## config.mk

```make
export PLATFORM = sky130hd
export DESIGN_NAME = circuit5_seq_ctrl
export DESIGN_NICKNAME = d
export VERILOG_FILES = /design/src/rtl/circuit5_seq_ctrl.sv
export SDC_FILE = /design/constraint.sdc
export NUM_CORES = 1
export LEC_CHECK = 0
export BUFFER_PORTS_ARGS = -buffer_cell sky130_fd_sc_hd__buf_2
export CAP_MARGIN = 0
export CELL_PAD_IN_SITES_DETAIL_PLACEMENT = 0
export CELL_PAD_IN_SITES_GLOBAL_PLACEMENT = 1
export CORE_UTILIZATION = 44
export DETAILED_ROUTE_END_ITERATION = 8
export PLACE_DENSITY = 0.82
export SLEW_MARGIN = 0
export SYNTH_ARGS = -nofsm -noshare
export SYNTH_HDL_FRONTEND = slang
export SYNTH_SLANG_ARGS = --single-unit
```

## constraint.sdc

```tcl
create_clock -name clk -period 5.26 [get_ports clk]
set_input_delay 0 -clock clk [delete_from_list [all_inputs] [get_ports clk]]
set_output_delay 0 -clock clk [all_outputs]
set_load 0.03 [all_outputs]
```

## src/rtl/circuit5_seq_ctrl.sv

```systemverilog
// Resource-shared circuit5 evaluator: one add/sub unit time-multiplexed by an FSM.
// Optional build macro CIRCUIT5_DEDICATED_CMP_EN replaces the CMP state with a comparator read in SUB_F.
//
// state | meaning
// IDLE  | waiting for start; operands latched on accept
// ADD_D | d = a + b
// ADD_E | e = a + c
// SUB_F | f = a - b (dedicated build also registers dLTe/dEQe here)
// CMP   | shared unit computes d - e for dLTe/dEQe (default build only)
// OUT   | select, shift, truncate; register x/z and pulse done
module circuit5_seq_ctrl #(
    parameter int DATAW = 64,
    parameter int OUTW  = 32
) (
    input  logic             clk,
    input  logic             rst,
    input  logic             start,
    input  logic [DATAW-1:0] a,
    input  logic [DATAW-1:0] b,
    input  logic [DATAW-1:0] c,
    output logic             busy,
    output logic             done,
    output logic [OUTW-1:0]  x,
    output logic [OUTW-1:0]  z
);

    typedef enum logic [2:0] {
        IDLE  = 3'd0,
        ADD_D = 3'd1,
        ADD_E = 3'd2,
        SUB_F = 3'd3,
        CMP   = 3'd4,
        OUT   = 3'd5
    } state_t;

    state_t            state_q, state_d;
    logic [DATAW-1:0]  a_q, a_d, b_q, b_d, c_q, c_d;
    logic [DATAW-1:0]  d_q, d_d, e_q, e_d, f_q, f_d;
    logic              lt_q, lt_d, eq_q, eq_d;
    logic              busy_q, busy_d, done_q, done_d;
    logic [OUTW-1:0]   x_q, x_d, z_q, z_d;

    logic [DATAW:0]    op_a, op_b, sum;
    logic              op_sub;
    logic signed [DATAW-1:0] g, h;

`ifdef CIRCUIT5_DEDICATED_CMP_EN
    logic cmp_lt, cmp_eq;
    always_comb begin
        cmp_lt = $signed({d_q[DATAW-1], d_q}) < $signed({e_q[DATAW-1], e_q});
        cmp_eq = (d_q == e_q);
    end
`endif

    always_comb begin
        state_d = state_q;
        a_d     = a_q;
        b_d     = b_q;
        c_d     = c_q;
        d_d     = d_q;
        e_d     = e_q;
        f_d     = f_q;
        lt_d    = lt_q;
        eq_d    = eq_q;
        x_d     = x_q;
        z_d     = z_q;

        // Shared unit: operands sign-extended one bit, subtract via invert plus carry-in.
        op_a   = {a_q[DATAW-1], a_q};
        op_b   = {b_q[DATAW-1], b_q};
        op_sub = 1'b0;
        case (state_q)
            ADD_E: op_b = {c_q[DATAW-1], c_q};
            SUB_F: op_sub = 1'b1;
            CMP: begin
                op_a   = {d_q[DATAW-1], d_q};
                op_b   = {e_q[DATAW-1], e_q};
                op_sub = 1'b1;
            end
            default: ;
        endcase
        sum = op_a + (op_sub ? ~op_b : op_b) + {{DATAW{1'b0}}, op_sub};

        g = lt_q ? e_q : d_q;
        h = eq_q ? f_q : g;

        case (state_q)
            IDLE: begin
                if (start) begin
                    a_d     = a;
                    b_d     = b;
                    c_d     = c;
                    state_d = ADD_D;
                end
            end
            ADD_D: begin
                d_d     = DATAW'(sum);
                state_d = ADD_E;
            end
            ADD_E: begin
                e_d     = DATAW'(sum);
                state_d = SUB_F;
            end
            SUB_F: begin
                f_d     = DATAW'(sum);
`ifdef CIRCUIT5_DEDICATED_CMP_EN
                lt_d    = cmp_lt;
                eq_d    = cmp_eq;
                state_d = OUT;
`else
                state_d = CMP;
`endif
            end
`ifndef CIRCUIT5_DEDICATED_CMP_EN
            CMP: begin
                lt_d    = sum[DATAW];
                eq_d    = (sum == '0);
                state_d = OUT;
            end
`endif
            OUT: begin
                // Left shift done in DATAW+1 bits before truncation to the output width.
                x_d     = OUTW'({h[DATAW-1], h} << lt_q);
                z_d     = OUTW'(g >>> eq_q);
                state_d = IDLE;
            end
            default: state_d = IDLE;
        endcase

        busy_d = (state_d != IDLE);
        done_d = (state_q == OUT);
    end

    always_ff @(posedge clk) begin
        if (rst) begin
            state_q <= IDLE;
            a_q     <= '0;
            b_q     <= '0;
            c_q     <= '0;
            d_q     <= '0;
            e_q     <= '0;
            f_q     <= '0;
            lt_q    <= 1'b0;
            eq_q    <= 1'b0;
            busy_q  <= 1'b0;
            done_q  <= 1'b0;
            x_q     <= '0;
            z_q     <= '0;
        end else begin
            state_q <= state_d;
            a_q     <= a_d;
            b_q     <= b_d;
            c_q     <= c_d;
            d_q     <= d_d;
            e_q     <= e_d;
            f_q     <= f_d;
            lt_q    <= lt_d;
            eq_q    <= eq_d;
            busy_q  <= busy_d;
            done_q  <= done_d;
            x_q     <= x_d;
            z_q     <= z_d;
        end
    end

    assign busy = busy_q;
    assign done = done_q;
    assign x    = x_q;
    assign z    = z_q;

endmodule

```

==> results.tsv, run 1 <==
stage	metric	value	unit
run_status	status	finished clean	
power_and_ir_drop	P per Cell Area	303	nW/um2
setup_path	setup slack, reg-to-reg	0.20	ns
place	post-detail-place hpwl	60200	um
power_and_ir_drop	P_sw	0.00278	W
power_and_ir_drop	Logic pwr share	23.3	%
synthesis	area leader, netlist	dfxtp_1	
route	via count	24056	
setup_path	worst r2r dst	eq_q	
setup_path	crit path capture type	flip-flop	
route	DRC	0	
sta	Fin Hold WS	0.195	ns
synthesis	Mean Syn Cell Area	7.52	um2
worst_hold_path	hold path depth	4	
synthesis	Top FF cell, synth	dfxtp_1	
finish	fill count	4751	
worst_hold_path	Hold EP	a_q[48]	
clock_network	CTS tree	yes	
sta	fmax	198	MHz
setup_path	crit path kind	flip-flop to flip-flop	
route	final wirelength	83400	um
floorplanning	# rows	83	
place	gpl congestion	0.965	
sta	Max Slew Vio Count	0	
floorplanning	io pins	261	
route	Pre-Repair DR Iteration Count	5	
sta	Final period util	96.2	%
power_and_ir_drop	clock share of power	36.6	%
floorplanning	Die Area	53400	um2
power_and_ir_drop	LEAKAGE	11.4	nW
finish	nets	3763	
finish	area delta synth->final	27.3	%
route	ANT nets after route	0	
global_routing	first-pass GRT wire length	129000	um
synthesis	sequential cell area fraction in the yosys report	36.6	%
sta	final setup TNS	0	ns
global_routing	initial antenna violation count	1	
setup_path	CP Max Fanout	10	
floorplanning	Initial Util	44.8	%
synthesis	number of synthesized register bits	423	
route	vias per cell	5.70	
power_and_ir_drop	worst vdd ir	212	uV
power_and_ir_drop	part of the power in registers	40.1	%
sta	final hold viol count	0	
clock_network	# clock sinks	423	
clock_network	CTS Buffer Depth	3	
power_and_ir_drop	Pint	0.00612	W
power_and_ir_drop	Sw Ratio	31.3	%
global_routing	gr ovfl total	0	
setup_path	WP data arrival	5.56	ns
synthesis	Post-Syn Instances	3071	
sta	RSZ-0062 raised after global routing	no	
route	wire per inst	19.8	um
setup_path	Crit path required time	5.76	ns
worst_hold_path	worst hold-check path type	input pin to flip-flop	
clock_network	clk slew on worst S/H paths	0.06	ns
sta	Tightest Pin Transition	1.01	ns
sta	Final min period	5.06	ns
place	# port buffers	260	
global_routing	largest net degree at the start of global routing	193	
clock_network	total clock buffers created by CTS	46	
clock_network	Root Buffer	clkbuf_16	
sta	Slew HR	33.0	%
sta	# setup viols final	0	
setup_path	worst setup path startpoint	state_q[0]	
synthesis	Synth top area share	36.6	%
floorplanning	die extent in x	231	um
global_routing	total track usage	30.6	%
synthesis	post-synthesis net count	3330	
synthesis	Post-synth ARST share	0	%
global_routing	vias in the first global route	22555	
clock_network	clk_lat worst skew	0.59	ns
synthesis	Ys Warns	0	
synthesis	library cells used by synthesis	88	
setup_path	reg2reg path depth	18	
synthesis	synth cell count leaders	848 x nand2_1, 458 x a21oi_1, 423 x dfxtp_1	
route	DRT iter0 DRCs	2028	
setup_path	CP startpoint kind	flip-flop	
flow_run	max cap viols	0	
synthesis	synthesized area	23100	um2
synthesis	top-count cell post-synth	nand2_1	
setup_path	Critical R2R Launch	state_q[0]	
synthesis	main area contributors after synthesis	dfxtp_1 37%, nand2_1 14%, a21oi_1 9.9%	
finish	layout cell share with drive strength beyond 1	18.1	%
floorplanning	Core Area	51600	um2
clock_network	H-Tree Depth	2	
floorplanning	Die Height	231	um
synthesis	number of synthesized flops with an enable pin	0	
worst_hold_path	Min-Delay Startpoint	a[48]	
sta	Max Clock Skew	0.0275	ns
==> final cells by class <==
type                    count  area [um2]  area share (%)
diodes                      2        5.00          0.0170
clock buffers              63        1320            4.47
clock inverters            16         184           0.625
inverters                  23        86.3           0.293
multi-input cells        2380       13700            46.6
flip-flops and latches    423        8480            28.8
well taps                 680         851            2.89
repair buffers            630        4790            16.3
==> through the flow <==
stage | worst slack, ns | power [W] | instances | utilization (%) | instance area (um2)
floorplan | 0.548 | 0.00472 | 3071 | - | 23100
global placement | -0.227 | 0.00553 | 3922 | 49.8 | 25700
finish | 0.201 | 0.00891 | 4217 | 57.0 | 29400
global route | 0.0347 | 0.00928 | 4215 | 57.0 | 29400
CTS | 0.0555 | 0.00892 | 4215 | 56.9 | 29400
detailed placement | -0.151 | 0.00554 | 3922 | 49.8 | 25700
==> what timing repair did <==
action                     CTS  global route
hold buffers               214             0
pin swaps                    0             1
buffers inserted             0             0
setup endpoints to repair    1             7
resized for setup            3            11
hold endpoints to repair   268             0
==> sequential cells by signal (all words and copies together), names as in the netlist <==
register	count
e_q	64
d_q	64
eq_q	1
a_q	64
f_q	32
lt_q	1
done	1
c_q	64
z	32
x	32
busy	1
b_q	64
state_q	3
==> routing by layer <==
metal / vias to the layer above / part of all wire (%) / GRT usage [%]
li1: 11704 / - / -
met1: 11498 / 49 / 45.0
met2: 754 / 44 / 47.4
met3: 100 / 5.4 / 3.56
met4: 0 / 2.0 / 7.18
met5: - / 0 / 0
==> layout by cell type (no fill, tap or decap), types with 5 or more instances in the layout <==
cell	Yosys	routed
mux4_2	31	31
and3_1	6	5
dlygate4sd3_1	0	214
o21bai_1	16	16
a21o_1	28	28
or3_1	9	9
clkbuf_8	0	10
o21ai_1	5	6
o21ai_0	114	113
clkbuf_1	221	7
nor2_1	213	211
o211ai_1	115	115
nor4_1	6	5
nand4_1	28	28
xor2_1	19	19
xnor2_1	31	30
buf_12	0	12
clkbuf_16	0	46
a211oi_1	24	23
a31oi_1	8	8
ha_1	63	61
a311oi_1	26	26
inv_1	22	21
buf_2	2	259
a221oi_1	68	68
nand2_1	848	846
nor3_1	31	30
nand2b_1	28	27
and2_1	15	13
nand3_1	16	16
buf_4	1	143
o21a_1	12	12
clkinv_2	0	7
or4_1	5	5
a21boi_0	7	7
mux2_2	66	66
dfxtp_1	423	418
a21oi_1	458	457
a21oi_2	5	6
==> logic make-up (layout without fill, tap and decap cells) <==
group           after synthesis  count (layout)  synth area share, %
fa+ha+maj                    64              64                 3.50
compound gates              936             936                 25.2
mux                         102             102                 6.48
buf+inv                     268             732                 4.48
simple gates               1228            1228                 21.8
other cells                   0               2                    0
flops                       423             423                 36.6
xor+xnor                     50              50                 1.90
==> power groups by stage <==
stage | Combinational (W) | Sequential [W] | Clock, W
floorplan | 0.00117 | 0.00355 | 0
global placement | 0.00190 | 0.00363 | 0
detailed placement | 0.00191 | 0.00364 | 0
CTS | 0.00204 | 0.00357 | 0.00331
global route | 0.00226 | 0.00359 | 0.00343
finish | 0.00208 | 0.00357 | 0.00326
==> worst max-delay path, cell delays in order, from the launching register on <==
cell	delay [ns]
dfxtp_2	0.41
nor3b_4	0.35
mux2_4	0.36
a21oi_1	0.27
nor2_1	0.12
fa_1	0.45
a21oi_2	0.20
a2bb2oi_2	0.24
a211o_2	0.28
a21oi_2	0.11
o21ai_1	0.29
a31oi_1	0.22
buf_4	0.20
xnor2_2	0.27
nor4b_2	0.34
nand4_1	0.25
nor4_1	0.35
nand4_1	0.15
o32ai_2	0.11
==> worst max-delay path by stage <==
stage / slack [ns] / depth (start not counted) / to
floorplan: 0.55 / 17 / eq_q
global placement: -0.23 / 19 / eq_q
detailed placement: -0.15 / 18 / eq_q
CTS: 0.06 / 18 / eq_q
global route: 0.03 / 20 / eq_q
finish: 0.20 / 18 / eq_q
Note: power is estimated with default switching activity, not from simulation.
==> run 2: changes to the inputs <==
--- a/config.mk
+++ b/config.mk
@@ -9,9 +9,10 @@
 export CAP_MARGIN = 0
 export CELL_PAD_IN_SITES_DETAIL_PLACEMENT = 0
 export CELL_PAD_IN_SITES_GLOBAL_PLACEMENT = 1
-export CORE_UTILIZATION = 44
+export CORE_UTILIZATION = 47
 export DETAILED_ROUTE_END_ITERATION = 8
-export PLACE_DENSITY = 0.82
+export PLACE_DENSITY = 0.93
+export SKIP_CTS_REPAIR_TIMING = 1
 export SLEW_MARGIN = 0
 export SYNTH_ARGS = -nofsm -noshare
 export SYNTH_HDL_FRONTEND = slang
==> constraint.sdc (replaced) <==
create_clock -name clk -period 6.1 [get_ports clk]
set_input_delay 0 -clock clk [delete_from_list [all_inputs] [get_ports clk]]
set_output_delay 0 -clock clk [all_outputs]
set_load 0.03 [all_outputs]
==> results.tsv, run 2 (same netlist as run 1, synthesis figures left out) <==
stage	metric	value	unit
global_routing	initial antenna violation count	2	
clock_network	total clock buffers created by CTS	46	
power_and_ir_drop	P per Cell Area	269	nW/um2
sta	fmax	173	MHz
setup_path	CP max-delay cell	nor4_1	
setup_path	slowest stage delay, CP	0.61	ns
clock_network	CTS Buffer Depth	3	
finish	area delta synth->final	22.9	%
power_and_ir_drop	P_sw	0.00244	W
sta	final hold viol count	0	
global_routing	gr ovfl total	0	
finish	Reg area	8480	um2
setup_path	CP startpoint kind	flip-flop	
route	Pre-Repair DR Iteration Count	6	
floorplanning	Initial Util	48.0	%
run_status	status	finished clean	
place	Placed Cells	3796	
sta	Max Slew Vio Count	0	
power_and_ir_drop	part of the power in registers	40.4	%
setup_path	Crit path required time	6.57	ns
floorplanning	# rows	80	
power_and_ir_drop	Pint	0.00520	W
route	ANT nets after route	0	
finish	nets	3643	
setup_path	most used cell, CP	nand4_1	
setup_path	CP delay by family, top	simple AND/OR/NAND/NOR gates	
clock_network	Root Buffer	clkbuf_16	
finish	most frequent cells in the layout	846 x nand2_1, 458 x a21oi_1, 419 x dfxtp_1	
sta	Max Clock Skew	0.0189	ns
sta	Tightest Pin Transition	1.33	ns
setup_path	crit path kind	flip-flop to flip-flop	
finish	fill count	4292	
finish	Multi-input gate area	13700	um2
power_and_ir_drop	Sw Ratio	31.9	%
sta	Slew HR	11.5	%
clock_network	# clock sinks	423	
setup_path	crit path capture type	flip-flop	
floorplanning	Core Area	48100	um2
floorplanning	Die Height	224	um
worst_hold_path	worst hold-check path type	input pin to flip-flop	
floorplanning	io pins	261	
finish	commonest non-fill, non-tap cell in the layout	nand2_1	
route	DRT iter0 DRCs	2630	
global_routing	first-pass GRT wire length	123000	um
sta	RSZ-0062 raised after global routing	no	
route	final wirelength	85200	um
setup_path	CP Max Fanout	42	
floorplanning	die extent in x	224	um
finish	layout cell share with drive strength beyond 1	15.5	%
power_and_ir_drop	LEAKAGE	10.7	nW
sta	Final period util	94.9	%
setup_path	CP cell instances	nor3b_4 -> buf_12 -> mux2_2 -> ha_1 -> nand4_1 -> nor3_2 -> nand4_1 -> o32ai_1 -> a211oi_2 -> xnor2_1 -> nor4_1 -> nand4_1 -> nor4_1 -> buf_4 -> nand4_1 -> o32ai_2	
setup_path	CP bufs+invs	2	
power_and_ir_drop	total power	0.00764	W
sta	Final min period	5.79	ns
floorplanning	Die Area	50100	um2
flow_run	max cap viols	0	
sta	Fin Hold WS	0.197	ns
setup_path	setup slack, reg-to-reg	0.31	ns
global_routing	vias in the first global route	21034	
clock_network	clk slew on worst S/H paths	0.06	ns
sta	# setup viols final	0	
route	DRC	0	
power_and_ir_drop	clock share of power	38.0	%
clock_network	H-Tree Depth	2	
clock_network	CTS tree	yes	
power_and_ir_drop	worst vdd ir	224	uV
route	vias per cell	5.89	
route	via count	24021	
global_routing	largest net degree at the start of global routing	226	
finish	fin cells	4078	
place	gpl congestion	0.963	
place	post-detail-place hpwl	59200	um
finish	fin util	59.0	%
clock_network	clk_lat worst skew	0.59	ns
route	wire per inst	20.9	um
power_and_ir_drop	Logic pwr share	21.6	%
setup_path	WP data arrival	6.26	ns
global_routing	total track usage	31.6	%
place	# port buffers	260	
run 2: changes by cell type in the layout (fill, tap and decap cells not counted), moves of 2 or more:
cell           before  now
clkbuf_1            7    9
clkinv_2            7    9
bufinv_16           3    5
ha_1               61   63
buf_4             143   46
clkinv_4            0    3
buf_12             12    8
ha_2                2    0
clkinvlp_4          1    4
dlygate4sd3_1     214  196
clkbuf_8           10    4
inv_6               4    0
run 2: metal layers:
layer	track usage (%)	vias up	wire length, um
li1	-	11424	-
met1	49.1	11488	40100
met2	46.4	970	36700
met3	3.52	139	6630
met4	7.03	0	1800
met5	0	-	0
run 2: path summary, 6_finish.rpt:
| path | endpoint | cells after the start | from |
|---|---|---|---|
| worst max-delay path | eq_q | 16 | state_q[2] |
| worst min-delay path | b_q[39] | 4 | b[39] |
| worst max register to register | eq_q | 16 | state_q[2] |
| worst min register to register | z[24] | 2 | z[24] |
run 2: power groups by stage:
stage / combinational [W] / clock, W / sequential, W
floorplan: 0.00101 / 0 / 0.00306
global route: 0.00178 / 0.00305 / 0.00310
CTS: 0.00151 / 0.00294 / 0.00308
finish: 0.00165 / 0.00291 / 0.00309
global placement: 0.00149 / 0 / 0.00313
detailed placement: 0.00151 / 0 / 0.00314
run 2: area by class of cell:
type / count / area share [%]
inverters: 23 / 0.304
flip-flops and latches: 423 / 29.9
diodes: 2 / 0.0176
multi-input cells: 2380 / 48.1
clock buffers: 60 / 4.46
repair buffers: 510 / 13.3
clock inverters: 24 / 1.04
well taps: 656 / 2.89
run 2: per-stage QoR:
step | cell area (um2) | TNS, ns | worst slack [ns]
2_1_floorplan | 23100 | 0 | 1.39
3_3_place_gp | 24900 | -0.0648 | -0.0648
3_5_place_dp | 24900 | 0 | 0.108
4_1_cts | 26400 | 0 | 0.0780
5_1_grt | 28400 | 0 | 0.0340
6_report | 28400 | 0 | 0.313
run 2: tightest hold or removal path: cells and delay by family:
kind,cells,cell delay [ns]
buf+inv,2,0.65
simple gates,1,0.05
compound gates,1,0.05
